`src/rtl/sdram_arbiter.sv`:
```
// sdram_arbiter: shares the single SDRAMBus command port among five clients.
// Ports 0/1 (audio) have strict priority; ports 2..4 round-robin with an age override.
module sdram_arbiter #(
   parameter int unsigned AGE_LIMIT = 1024
) (
   input  logic           i_clk,
   input  logic           i_rst,
   input  logic [4:0]     req_read,
   input  logic [4:0]     req_write,
   input  logic [114:0]   req_addr,
   input  logic [159:0]   req_writedata,
   output logic [4:0]     req_finished,
   output logic [31:0]    req_readdata,
   output logic           sdram_read,
   output logic           sdram_write,
   output logic [22:0]    sdram_addr,
   output logic [31:0]    sdram_writedata,
   input  logic [31:0]    sdram_readdata,
   input  logic           sdram_finished,
   output logic           busy,
   output logic [2:0]     grant_id
);
   localparam logic [15:0] AGE_MAX = 16'(AGE_LIMIT);

   typedef enum logic {IDLE, BUSY} state_t;

   state_t           state_q, state_d;
   logic             sdram_read_q, sdram_read_d;
   logic             sdram_write_q, sdram_write_d;
   logic [22:0]      sdram_addr_q, sdram_addr_d;
   logic [31:0]      sdram_writedata_q, sdram_writedata_d;
   logic [4:0]       req_finished_q, req_finished_d;
   logic [31:0]      req_readdata_q, req_readdata_d;
   logic [2:0]       grant_id_q, grant_id_d;
   logic [2:0]       rr_ptr_q, rr_ptr_d;
   logic [2:0][15:0] age_q, age_d;

   logic [4:0]  pending, aged;
   logic        win_valid, aged_found, rr_found, grant_now;
   logic [2:0]  win_id, aged_id, rr_id, cand;
   logic [22:0] sel_addr;
   logic [31:0] sel_wdata;

   assign pending = req_read | req_write;

   always_comb begin : arbitrate
      aged = '0;
      for (int unsigned k = 0; k < 3; k++)
         aged[k + 2] = pending[k + 2] && (age_q[k] == AGE_MAX);

      aged_found = 1'b0;
      rr_found   = 1'b0;
      aged_id    = 3'd2;
      rr_id      = 3'd2;
      cand       = 3'd2;
      // Walk the offline ports starting at rr_ptr, wrapping 4 -> 2.
      for (int unsigned i = 0; i < 3; i++) begin
         cand = rr_ptr_q + 3'(i);
         if (cand > 3'd4)
            cand = cand - 3'd3;
         if (!aged_found && aged[cand]) begin
            aged_found = 1'b1;
            aged_id    = cand;
         end
         if (!rr_found && pending[cand]) begin
            rr_found = 1'b1;
            rr_id    = cand;
         end
      end

      win_valid = |pending;
      if (aged_found)
         win_id = aged_id;
      else if (pending[0])
         win_id = 3'd0;
      else if (pending[1])
         win_id = 3'd1;
      else
         win_id = rr_id;

      sel_addr  = '0;
      sel_wdata = '0;
      for (int unsigned k = 0; k < 5; k++) begin
         if (win_id == 3'(k)) begin
            sel_addr  = req_addr[23*k +: 23];
            sel_wdata = req_writedata[32*k +: 32];
         end
      end
   end

   always_comb begin : fsm
      state_d           = state_q;
      sdram_read_d      = sdram_read_q;
      sdram_write_d     = sdram_write_q;
      sdram_addr_d      = sdram_addr_q;
      sdram_writedata_d = sdram_writedata_q;
      req_finished_d    = '0;
      req_readdata_d    = req_readdata_q;
      grant_id_d        = grant_id_q;
      rr_ptr_d          = rr_ptr_q;
      grant_now         = 1'b0;
      case (state_q)
         IDLE: begin
            if (win_valid) begin
               grant_now         = 1'b1;
               state_d           = BUSY;
               grant_id_d        = win_id;
               sdram_write_d     = req_write[win_id];
               sdram_read_d      = ~req_write[win_id];
               sdram_addr_d      = sel_addr;
               sdram_writedata_d = sel_wdata;
               if (win_id >= 3'd2)
                  rr_ptr_d = (win_id == 3'd4) ? 3'd2 : win_id + 3'd1;
            end
         end
         BUSY: begin
            if (sdram_finished) begin
               req_finished_d[grant_id_q] = 1'b1;
               req_readdata_d             = sdram_readdata;
               sdram_read_d               = 1'b0;
               sdram_write_d              = 1'b0;
               state_d                    = IDLE;
            end
         end
         default: state_d = IDLE;
      endcase
   end

   // The port being served still holds its request while BUSY; it does not age.
   always_comb begin : ages
      age_d = age_q;
      for (int unsigned k = 0; k < 3; k++) begin
         if (!pending[k + 2] || (grant_now && win_id == 3'(k + 2)) ||
             (state_q == BUSY && grant_id_q == 3'(k + 2)))
            age_d[k] = '0;
         else if (age_q[k] != AGE_MAX)
            age_d[k] = age_q[k] + 16'd1;
      end
   end

   always_ff @(posedge i_clk or posedge i_rst) begin
      if (i_rst) begin
         state_q           <= IDLE;
         sdram_read_q      <= 1'b0;
         sdram_write_q     <= 1'b0;
         sdram_addr_q      <= '0;
         sdram_writedata_q <= '0;
         req_finished_q    <= '0;
         req_readdata_q    <= '0;
         grant_id_q        <= '0;
         rr_ptr_q          <= 3'd2;
         age_q             <= '0;
      end else begin
         state_q           <= state_d;
         sdram_read_q      <= sdram_read_d;
         sdram_write_q     <= sdram_write_d;
         sdram_addr_q      <= sdram_addr_d;
         sdram_writedata_q <= sdram_writedata_d;
         req_finished_q    <= req_finished_d;
         req_readdata_q    <= req_readdata_d;
         grant_id_q        <= grant_id_d;
         rr_ptr_q          <= rr_ptr_d;
         age_q             <= age_d;
      end
   end

   assign sdram_read      = sdram_read_q;
   assign sdram_write     = sdram_write_q;
   assign sdram_addr      = sdram_addr_q;
   assign sdram_writedata = sdram_writedata_q;
   assign req_finished    = req_finished_q;
   assign req_readdata    = req_readdata_q;
   assign grant_id        = grant_id_q;
   assign busy            = (state_q == BUSY);

endmodule

```
`config.mk`:
```
export PLATFORM = sky130hd
export DESIGN_NAME = sdram_arbiter
export DESIGN_NICKNAME = d
export VERILOG_FILES = /design/src/rtl/sdram_arbiter.sv
export SDC_FILE = /design/constraint.sdc
export NUM_CORES = 1
export LEC_CHECK = 0
export BUFFER_PORTS_ARGS = -buffer_cell sky130_fd_sc_hd__buf_2
export CAP_MARGIN = 20
export CORE_AREA = 2 2 163 165
export CTS_CLUSTER_SIZE = 8
export DETAILED_ROUTE_END_ITERATION = 7
export DIE_AREA = 0 0 165 167
export PLACE_DENSITY = 0.81
export SYNTH_ARGS = -nofsm -noshare
export SYNTH_HDL_FRONTEND = slang
export SYNTH_SLANG_ARGS = --single-unit
```
`constraint.sdc`:
```
create_clock -name i_clk -period 4.7 [get_ports i_clk]
set_clock_uncertainty 0.15 [all_clocks]
set_input_delay 0.94 -clock i_clk [delete_from_list [all_inputs] [get_ports i_clk]]
set_output_delay 0.94 -clock i_clk [all_outputs]
set_load 0.01 [all_outputs]
```
# After elaboration in Yosys (flattened, before gate mapping)
# Cells that the tools add are included.
[totals] latch_bits=0 in_bits=320 word_cells=146 memories=0 mem_bits_ro=0 ram_bits=0 reg_bits=149 out_inout_bits=98
[op_classes] n_reduce_logical=36 n_shift=0 muxes=61 eq_ne=15 n_mul=0 n_addsub=9 bitwise=3 n_div=0 order_cmp=10
[op_table] cell="two-way mux 32 bit" n=5
[op_table] cell="two-way mux 23 bit" n=5
[op_table] cell="two-way mux 16 bit" n=6
[op_table] cell="adder 16 x 1 -> 16 bit, second input constant" n=3
[op_table] cell="== test 16 x 11 -> 1 bit, second input constant" n=3
[op_table] cell="inequality test 16 x 11 -> 1 bit, second input constant" n=3
[op_table] cell="two-way mux 3 bit" n=13
[op_table] cell="binary-select mux 1 bit (select 3 bit)" n=7
[op_table] cell="less-than comparator 3 x 4 -> 1 bit, second input constant" n=5
[op_table] cell="two-way mux 1 bit" n=19
[op_table] cell="logical AND 1 bit" n=14
[op_table] cell="== test 3 x 2 -> 1 bit, second input constant" n=4
[op_table] cell="two-way mux 5 bit" n=2
[op_table] cell="greater-than comparator 3 bit, second input constant" n=3
[op_table] cell="subtractor 3 x 2 -> 3 bit, second input constant" n=3
[op_table] cell="logical NOT 1 bit" n=7
[op_table] cell="adder 3 x 1 -> 3 bit, second input constant" n=2
[op_table] cell="== test 3 bit, second input constant" n=2
[op_table] cell="logical OR 1 bit" n=6
[op_table] cell="one-hot mux 1 bit (2 select lines)" n=3
[op_table] cell="AND reduction 2 bit" n=3
[op_table] cell="nonzero test 2 bit" n=3
[op_table] cell="bitwise OR 5 bit" n=1
[op_table] cell="OR reduction 5 bit" n=1
[op_table] cell="other kinds (9)" n=11

# Logic depth before layout (Yosys ltp)
# Gate-level depths: netlist of run 1.
[depth] depth_word=20 depth_mapped=20 ltp_nobuf=17

# Least setup slack after synthesis of run 1
# No wires, ideal clock.
[synth_path] path_kind="reg2reg" start="register rr_ptr_q[1]" end="register sdram_addr_q[14], in the netlist sdram_addr[14]" arrival_time_ns=4.155 setup_ns=0.065 t_required_ns=4.485 path_slack_ns=0.329 synth_period_minus_slack_ns=4.371 stages_incl_launch_ff=19 n_path_buf=3 cell_sequence="dfstp_2 -> ha_1 -> inv_1 -> ha_1 -> and2_1 -> a2111o_1 -> o211ai_1 -> o211a_1 -> a41o_1 -> o21a_2 -> buf_1 -> ha_1 -> nor2b_1 -> clkbuf_1 -> clkbuf_1 -> a22o_1 -> a31oi_1 -> o31ai_1 -> o221a_2"
[synth_via] elab_chain_len=20 elab_cells_between_ends=55 classes_between="5 x add/sub; 3 x order compare; 4 x eq/ne; 34 x mux; 9 x reduce/logical"
[synth_lines] element="from (decl)" line_no="35" text="logic [2:0] rr_ptr_q, rr_ptr_d;"
[synth_lines] element="from (signal assigned)" line_no="162" text="rr_ptr_q <= rr_ptr_d;"
[synth_lines] element="branches (longest 13 deep; another with adder 3 x 1 -> 3 bit)"
[synth_lines] element="two-way mux 3 bit *" line_no="72" text="if (aged_found)"
[synth_lines] element="logical NOT 3 bit" line_no="84" text="if (win_id == 3'(k)) begin"
[synth_lines] element="two-way mux 23 bit (4 in series)" line_no="84"
[synth_lines] element="two-way mux 23 bit *" line_no="84"
[synth_lines] element="to (signal assigned)" line_no="157" text="sdram_addr_q <= sdram_addr_d;"
[synth_lines] element="to (decl)" line_no="30" text="logic [22:0] sdram_addr_q, sdram_addr_d;"
# Mark *: on every way between the ends. The select of a mux whose other input is x is not followed.
# A chain may end at the register's enable or synchronous reset.

# Worst setup path after layout of run 1
[layout_path] start="register rr_ptr_q[1]" end="register sdram_addr_q[15], in the netlist sdram_addr[15]"
[layout_via] elab_chain_len=20 elab_cells_between_ends=55 classes_between="5 x add/sub; 3 x order compare; 4 x eq/ne; 34 x mux; 9 x reduce/logical"
[layout_lines] element="branches (longest 13 deep; another with adder 3 x 1 -> 3 bit)"
[layout_lines] element="two-way mux 3 bit *" line_no="72"
[layout_lines] element="via win_id[0]" line_no="40" text="logic [2:0] win_id, aged_id, rr_id, cand;"
[layout_lines] element="logical NOT 3 bit" line_no="84"
[layout_lines] element="two-way mux 23 bit (4 in series)" line_no="84"
[layout_lines] element="two-way mux 23 bit *" line_no="84"
# Mark *: on every way through the listed nets, which the timed path passes. The select of a mux whose other input is x is not followed.

==> results_tabular.tex, run 1 <==
\begin{tabular}{lr}
\hline
Metric & Value \\
\hline
\multicolumn{2}{l}{\textbf{Status}} \\
\quad Status & finished clean \\
\multicolumn{2}{l}{\textbf{CTS}} \\
\quad Level count of the clock H-tree & 4 \\
\quad Clock tree from TritonCTS & done \\
\quad Cts bufs inserted & 17 \\
\quad Clock slew at the register clock pins of the worst setup and hold paths & 0.07 ns \\
\quad Clock Sinks & 149 \\
\quad Cell at the root of the clock tree & sky130\_fd\_sc\_hd\_\_clkbuf\_16 \\
\quad Count of hold buffers inserted by post-cts repair & 0 \\
\quad Maximum buffer depth of the clock tree & 2 \\
\quad Clock latency on the worst-skew pair & between 0.4 and 0.5 ns \\
\multicolumn{2}{l}{\textbf{Synthesis}} \\
\quad Proportion of synthesized flip-flops having asynchronous set or reset & 100\% \\
\quad Number of synthesized register bits & 149 \\
\quad Sequential fraction of the synthesis area & about 38\% \\
\quad Number of synthesized flops with an enable pin & 0 \\
\quad Avg Cell Area, Syn & just under 10 um2 \\
\quad Synthesis warning total & 0 \\
\quad Most used flip-flop cell after synthesis & sky130\_fd\_sc\_hd\_\_dfrtp\_1 \\
\quad Netlist Area Pre-Place & slightly below 10000 um2 \\
\quad Synth unique cells & 79 \\
\quad Post-synthesis cell count & roughly 1.0k \\
\quad Post-Synthesis Net Count & 1340 \\
\multicolumn{2}{l}{\textbf{Timing}} \\
\quad Max-slew headroom & a little under a quarter \\
\quad Upper clock frequency limit & about 220 MHz \\
\quad Total Neg Setup Slack & 0 ns \\
\quad Final hold violations & 0 \\
\quad Slew Viols, Final & 0 \\
\quad Measured slew at the worst slew-check pin & approximately 1.2 ns \\
\quad Final period demand of the worst path & around 4.5 ns \\
\quad Final worst-path cycle share & 95.5\% \\
\quad Final-report setup violation count & 0 \\
\quad Slack of the critical path & roughly 0.21 ns \\
\multicolumn{2}{l}{\textbf{Global route}} \\
\quad Maximum number of pins on one net before global-route repair & 120 \\
\quad Wire length of the first global-routing pass & around 59 mm \\
\quad Remaining Overflow, GRT & 0 \\
\quad Initial antenna violation count & 15 \\
\quad Overall fraction of global-route tracks in use & between 20\% and 30\% \\
\quad Number of global-route vias before repair & between 10k and 15k \\
\multicolumn{2}{l}{\textbf{Critical path}} \\
\quad Arrival @ worst endpoint & approximately 4.7 ns \\
\quad Kind of end point of the critical path & flip-flop \\
\quad Critical path required time & slightly below 5 ns \\
\quad Critical path launch point & rr\_ptr\_q[1] \\
\quad Endpoint of the most critical register-to-register path & sdram\_addr[15] \\
\quad Kind of start point of the critical path & flip-flop \\
\quad Worst R2R Path Depth & 17 \\
\quad Setup CP Type & reg2reg \\
\quad Flop-to-flop setup slack & 0.21 ns \\
\quad Biggest fanout along the worst timing path & 55 \\
\quad Critical path destination & sdram\_addr[15] \\
\quad Reg2Reg Launch Point & rr\_ptr\_q[1] \\
\multicolumn{2}{l}{\textbf{Finish}} \\
\quad Number of standard cells in the layout, taps in and fillers out & 1728 \\
\quad Post-layout instance area & about 13000 um2 \\
\quad Leading cell type in the layout, fill and taps excluded & sky130\_fd\_sc\_hd\_\_buf\_2 \\
\quad Fill cell count & approximately 2.4k \\
\quad Fraction of final layout cells with drive strength greater than 1 & a little under half \\
\quad Area growth, synth to finish & 30.3\% \\
\quad Most frequent cells in the layout & sky130\_fd\_sc\_hd\_\_buf\_2 (417), sky130\_fd\_sc\_hd\_\_dfrtp\_1 (148), sky130\_fd\_sc\_hd\_\_nor2\_1 (66) \\
\quad Net count, final & 1706 \\
\multicolumn{2}{l}{\textbf{Place}} \\
\quad \# port buffers & 417 \\
\quad Worst Setup Slack post-DPL & 0.180 ns \\
\quad Instance area after placement & approximately 12000 um2 \\
\quad DPL Wire Length & between 20 and 30 mm \\
\quad Final weighted congestion in routability-driven placement & between 0.9 and 1 \\
\quad Placed Instances & roughly 1.7k \\
\multicolumn{2}{l}{\textbf{Drt}} \\
\quad Routed length per placed instance & $\sim$23 um \\
\quad DRT Pass-1 Iters & 5 \\
\quad Detailed Route WL & 39.7 mm \\
\quad Ratio of routed vias to standard cells & between 6 and 7 \\
\quad Via count & about 11k \\
\quad Violation count after the first detailed-route iteration & 1063 \\
\quad Post-DRT Antenna Nets & 0 \\
\quad Remaining DRCs & 0 \\
\multicolumn{2}{l}{\textbf{Floorplanning}} \\
\quad Initial cell density of the core & approximately two fifths \\
\quad Cell row count & 59 \\
\quad Die outline width & around 170 um \\
\quad Vertical die dimension & about 170 um \\
\quad Floorplan die area & around 28000 um2 \\
\quad Ports & about 420 \\
\quad Standard cell core area & between 20000 and 30000 um2 \\
\multicolumn{2}{l}{\textbf{Power}} \\
\quad Total power per unit cell area & between 400 and 500 nW/um2 \\
\quad Post-layout total power & around 5.3 mW \\
\quad Maximum VDD drop & between 0.0002 and 0.0003 V \\
\quad Total leakage power & slightly below 6 nW \\
\multicolumn{2}{l}{\textbf{Hold path}} \\
\quad Hold-critical path depth & 1 \\
\quad HP Class & reg2reg \\
\multicolumn{2}{l}{\textbf{Flow run}} \\
\quad Maxcap violations & 0 \\
\hline
\end{tabular}
per-stage QoR:
step / hold WS (ns) / util (%)
floorplan: 0.356 / -
global placement: 0.329 / 47.6
detailed placement: 0.340 / 47.6
CTS: 0.354 / 49.8
global route: 0.364 / 50.1
finish: 0.354 / 50.1
final cells by class:
| class | count | area [um2] | area share (%) |
|---|---|---|---|
| Antenna cell | 11 | 27.5 | 0.213 |
| Clock buffer | 18 | 439 | 3.40 |
| Clock inverter | 14 | 136 | 1.06 |
| Inverter | 18 | 71.3 | 0.552 |
| Multi-Input combinational cell | 730 | 5670 | 43.9 |
| Sequential cell | 149 | 3730 | 28.9 |
| Tap cell | 335 | 419 | 3.25 |
| Timing Repair Buffer | 453 | 2420 | 18.8 |
kinds of logic after synthesis:
family / count (synthesis) / share of synthesized area (%)
AOI/OAI and AO/OA: 343 / 29.3
and+or+nand+nor: 281 / 15.9
adders and majority gates: 17 / 2.15
DFF: 149 / 37.6
xor gates and xnor gates: 47 / 4.42
muxes: 42 / 4.66
buffers and inverters: 124 / 5.97
worst max-delay path, cell delays in order (launching register included):
cell and delay [ns]:
sky130_fd_sc_hd__dfstp_2 0.55, sky130_fd_sc_hd__ha_1 0.14, sky130_fd_sc_hd__inv_1 0.05, sky130_fd_sc_hd__ha_1 0.37, sky130_fd_sc_hd__and2b_1 0.25, sky130_fd_sc_hd__nor3_4 0.34
sky130_fd_sc_hd__o211ai_1 0.21, sky130_fd_sc_hd__o21ai_1 0.17, sky130_fd_sc_hd__mux2i_2 0.32, sky130_fd_sc_hd__a2111oi_4 0.13, sky130_fd_sc_hd__nor2_4 0.16, sky130_fd_sc_hd__inv_2 0.09
sky130_fd_sc_hd__ha_1 0.21, sky130_fd_sc_hd__ha_2 0.18, sky130_fd_sc_hd__or2_2 0.32, sky130_fd_sc_hd__buf_12 0.20, sky130_fd_sc_hd__o31ai_2 0.34, sky130_fd_sc_hd__o221a_2 0.23
how the worst min path moves through the flow:
stage | from | to
2_1_floorplan | age_q[31] | age_q[31]
3_3_place_gp | sdram_write | sdram_write
3_5_place_dp | req_readdata[5] | req_readdata[5]
4_1_cts | req_readdata[5] | req_readdata[5]
5_1_grt | req_readdata[0] | req_readdata[0]
6_report | req_readdata[26] | req_readdata[26]
what timing repair did:
item / 4_1_cts / 5_1_grt
endpoints found under the setup margin: 0 / 82
gates resized for setup: 0 / 7
buffers inserted: 0 / 2
synthesized netlist by cell type, drive strengths merged, types with 9 or more instances:
master	number	area share (%)
a21oi	10	0.50
ha	17	2.1
nor3	11	0.77
nor2	77	3.2
o31ai	59	4.5
mux2	33	3.7
dfrtp	148	37
inv	18	0.68
xor2	28	2.5
o21ai	12	0.68
a22o	58	5.1
nand3	34	1.7
nor2b	9	0.59
o221a	55	6.2
nand2	30	1.1
a221oi	55	4.9
a31oi	59	3.9
xnor2	19	1.9
mux2i	9	0.91
clkbuf	59	2.2
nor4	60	3.8
buf	47	3.1
power breakdown:
part	internal, mW	total, mW	leakage (nW)	switching, mW
logic	0.998	2.26	3.75	1.26
registers	1.51	1.70	1.83	0.187
clock network	0.718	1.36	0.281	0.638
registers in the layout, summed over array words and instances, names as in the netlist:
signal           flops
age_q               48
busy                 1
grant_id             3
req_finished         5
req_readdata        32
rr_ptr_q             3
sdram_addr          23
sdram_read           1
sdram_write          1
sdram_writedata     32
routing by layer:
metal / wire length (um) / vias up / global-route usage (%) / share of wire (%)
li1: - / 4737 / - / -
met1: 15400 / 5209 / 33.5 / 39
met2: 19300 / 626 / 45.9 / 49
met3: 2960 / 125 / 6.03 / 7.5
met4: 1990 / 8 / 14.1 / 5.0
met5: 39 / - / 0 / 0.098
(Power assumes the default switching activity.)
==> run 2, diff against run 1 <==
PLACE_DENSITY = not set   (was 0.81)
PLACE_DENSITY_LB_ADDON = 0.08   (was not set)
==> results_tabular.tex, run 2 (synthesis results as in run 1) <==
\begin{tabular}{lr}
\hline
Metric & Value \\
\hline
\multicolumn{2}{l}{\textbf{Critical path}} \\
\quad Critical path required time & 4.91 ns (about the same) \\
\quad Cell family contributing the most delay on the critical path & compound AO/OA/AOI/OAI gates \\
\quad Kind of start point of the critical path & flip-flop \\
\quad Kind of end point of the critical path & flip-flop \\
\quad Depth of the critical timing path with buffers and inverters included & 16 (-1) \\
\quad Worst R2R Path Depth & 16 (-1) \\
\quad Largest incremental delay on the critical path & 0.54 ns (about the same) \\
\quad Most Frequent Cell on Critical Path & sky130\_fd\_sc\_hd\_\_ha\_1 \\
\quad Arrival @ worst endpoint & 4.75 ns (+0.05 ns) \\
\quad Setup CP Type & reg2reg \\
\quad Slowest cell on the critical path & sky130\_fd\_sc\_hd\_\_dfstp\_2 \\
\quad Ordered cell list for the critical path & ha\_1 -> inv\_1 -> ha\_1 -> nor2\_1 -> a31o\_2 -> a311oi\_1 -> a21boi\_1 -> a2111oi\_4 -> nor2\_2 -> inv\_2 -> ha\_1 -> ha\_2 -> or2\_2 -> buf\_12 -> o31ai\_1 -> o221a\_2 \\
\quad Biggest fanout along the worst timing path & 29 (-47\%) \\
\quad Buffers \& Inverters on Critical Path & 3 (unchanged) \\
\multicolumn{2}{l}{\textbf{Global route}} \\
\quad Wire length of the first global-routing pass & 59.3 mm (+0.66\%) \\
\quad Initial antenna violation count & 15 (unchanged) \\
\quad Number of global-route vias before repair & 9960 (-4.4\%) \\
\quad Overall fraction of global-route tracks in use & 28.0\% (+0.35 points) \\
\quad Remaining Overflow, GRT & 0 (unchanged) \\
\quad Maximum number of pins on one net before global-route repair & 91 (-24\%) \\
\multicolumn{2}{l}{\textbf{Timing}} \\
\quad Slew Viols, Final & 0 (unchanged) \\
\quad RSZ-0062 raised after global routing & false \\
\quad Hold WS & 0.349 ns (-0.00434 ns) \\
\quad Slack of the critical path & 0.165 ns (-0.0457 ns) \\
\quad Final worst-path cycle share & 96.5\% (+0.97 points) \\
\quad Measured slew at the worst slew-check pin & 0.769 ns (-0.385 ns) \\
\quad Total Neg Setup Slack & 0 ns (unchanged) \\
\quad Upper clock frequency limit & 221 MHz (-1.0\%) \\
\quad Final hold violations & 0 (unchanged) \\
\quad Final period demand of the worst path & 4.54 ns (+0.0457 ns) \\
\quad Max-slew headroom & 48.8\% (+26 points) \\
\quad Final-report setup violation count & 0 (unchanged) \\
\multicolumn{2}{l}{\textbf{Drt}} \\
\quad Detailed Route WL & 39.8 mm (+0.25\%) \\
\quad Remaining DRCs & 0 (unchanged) \\
\quad Routed length per placed instance & 23.0 um (+0.25\%) \\
\quad Ratio of routed vias to standard cells & 6.02 (-2.8\%) \\
\quad DRT Pass-1 Iters & 5 (unchanged) \\
\quad Post-DRT Antenna Nets & 0 (unchanged) \\
\quad Violation count after the first detailed-route iteration & 860 (-19\%) \\
\quad Via count & 10.4k (-2.8\%) \\
\multicolumn{2}{l}{\textbf{Power}} \\
\quad Maximum VDD drop & 0.000254 V (+0.41\%) \\
\quad Total leakage power & 5.88 nW (+0.26\%) \\
\quad Total power per unit cell area & 401 nW/um2 (-2.5\%) \\
\multicolumn{2}{l}{\textbf{CTS}} \\
\quad Clock Sinks & 149 (unchanged) \\
\quad Level count of the clock H-tree & 4 (unchanged) \\
\quad Post-CTS setup repair buffer count & 0 (unchanged) \\
\quad Maximum buffer depth of the clock tree & 2 (unchanged) \\
\quad Clock tree from TritonCTS & done \\
\quad Count of hold buffers inserted by post-cts repair & 0 (unchanged) \\
\quad Cts bufs inserted & 17 (unchanged) \\
\quad Clock latency on the worst-skew pair & 0.42 ns (about the same) \\
\quad Clock slew at the register clock pins of the worst setup and hold paths & 0.07 ns (about the same) \\
\quad PostCTS Resize Cnt & 0 (unchanged) \\
\quad Cell at the root of the clock tree & sky130\_fd\_sc\_hd\_\_clkbuf\_16 \\
\multicolumn{2}{l}{\textbf{Place}} \\
\quad Worst Setup Slack post-DPL & 0.102 ns (-0.0787 ns) \\
\quad DPL Wire Length & 27.5 mm (-1.4\%) \\
\quad Instance area after placement & 12400 um2 (+0.78\%) \\
\quad \# port buffers & 417 (unchanged) \\
\quad Final weighted congestion in routability-driven placement & 0.889 (-5.3\%) \\
\multicolumn{2}{l}{\textbf{Floorplanning}} \\
\quad Die outline width & 165 um (unchanged) \\
\quad Ports & 418 (unchanged) \\
\quad Cell row count & 59 (unchanged) \\
\quad Initial cell density of the core & 38.5\% (unchanged) \\
\quad Standard cell core area & 25800 um2 (unchanged) \\
\quad Floorplan die area & 27600 um2 (unchanged) \\
\quad Vertical die dimension & 167 um (unchanged) \\
\multicolumn{2}{l}{\textbf{Status}} \\
\quad Status & finished clean \\
\multicolumn{2}{l}{\textbf{Finish}} \\
\quad Fraction of final layout cells with drive strength greater than 1 & 45.3\% (-0.47 points) \\
\quad Flip-flop count of the largest register, all copies and words added & 48 (unchanged) \\
\quad Net count, final & 1705 (-0.059\%) \\
\quad Leading cell type in the layout, fill and taps excluded & sky130\_fd\_sc\_hd\_\_buf\_2 \\
\quad Largest reg by FF count & age\_q \\
\quad Area growth, synth to finish & 30.7\% \\
\quad Most frequent cells in the layout & sky130\_fd\_sc\_hd\_\_buf\_2 (417), sky130\_fd\_sc\_hd\_\_dfrtp\_1 (148), sky130\_fd\_sc\_hd\_\_nor2\_1 (66) \\
\quad Post-layout instance area & 13000 um2 (+0.31\%) \\
\multicolumn{2}{l}{\textbf{Hold path}} \\
\quad HP Class & reg2reg \\
\quad Hold-critical path depth & 1 (unchanged) \\
\multicolumn{2}{l}{\textbf{Flow run}} \\
\quad Maxcap violations & 0 (unchanged) \\
\hline
\end{tabular}
## run 2: cell types whose count changed in the layout (fill, tap and decap cells not counted), sizes merged
cell	change
buf	-1
bufinv	+1
clkinv	+3
clkinvlp	+1
diode	+1
inv	-5
## run 2: report_power, final
part | total [mW] | internal (mW) | switching (mW)
combinational | 2.19 | 0.980 | 1.21
sequential | 1.69 | 1.51 | 0.174
clock | 1.32 | 0.735 | 0.587
## run 2: through the flow
stage | cells | total power, mW | utilization (%)
2_1_floorplan | 1003 | 3.12 | -
3_5_place_dp | 1684 | 3.88 | 48.0
3_3_place_gp | 1684 | 3.86 | 48.0
6_report | 1728 | 5.20 | 50.3
5_1_grt | 1728 | 5.49 | 50.3
4_1_cts | 1716 | 5.22 | 50.1
## run 2: routing by layer
metal | share of wire [%] | GRT usage, %
met4 | 3.7 | 11.9
met3 | 7.2 | 5.58
met1 | 40 | 35.8
met5 | 0.068 | 0
met2 | 49 | 45.8
## run 2: path summary, 6_finish.rpt
path / startpoint / to / slack [ns]
setup / recovery: rr_ptr_q[1] / sdram_addr[4] / 0.16
hold / removal: req_readdata[28] / req_readdata[28] / 0.35
setup reg to reg: rr_ptr_q[1] / sdram_addr[4] / 0.16
hold reg to reg: req_readdata[28] / req_readdata[28] / 0.35
max in group asynchronous: i_rst / rr_ptr_q[1] / 3.06
min in group asynchronous: i_rst / age_q[4] / 0.42
## run 2: cell type report
class,count,area [um2]
Multi-Input combinational cell,730,5650
Clock buffer,18,429
Inverter,18,71.3
Timing Repair Buffer,452,2500
Tap cell,335,419
Fill cell,2528,12800
Sequential cell,149,3730
Antenna cell,12,30.0
Clock inverter,14,126
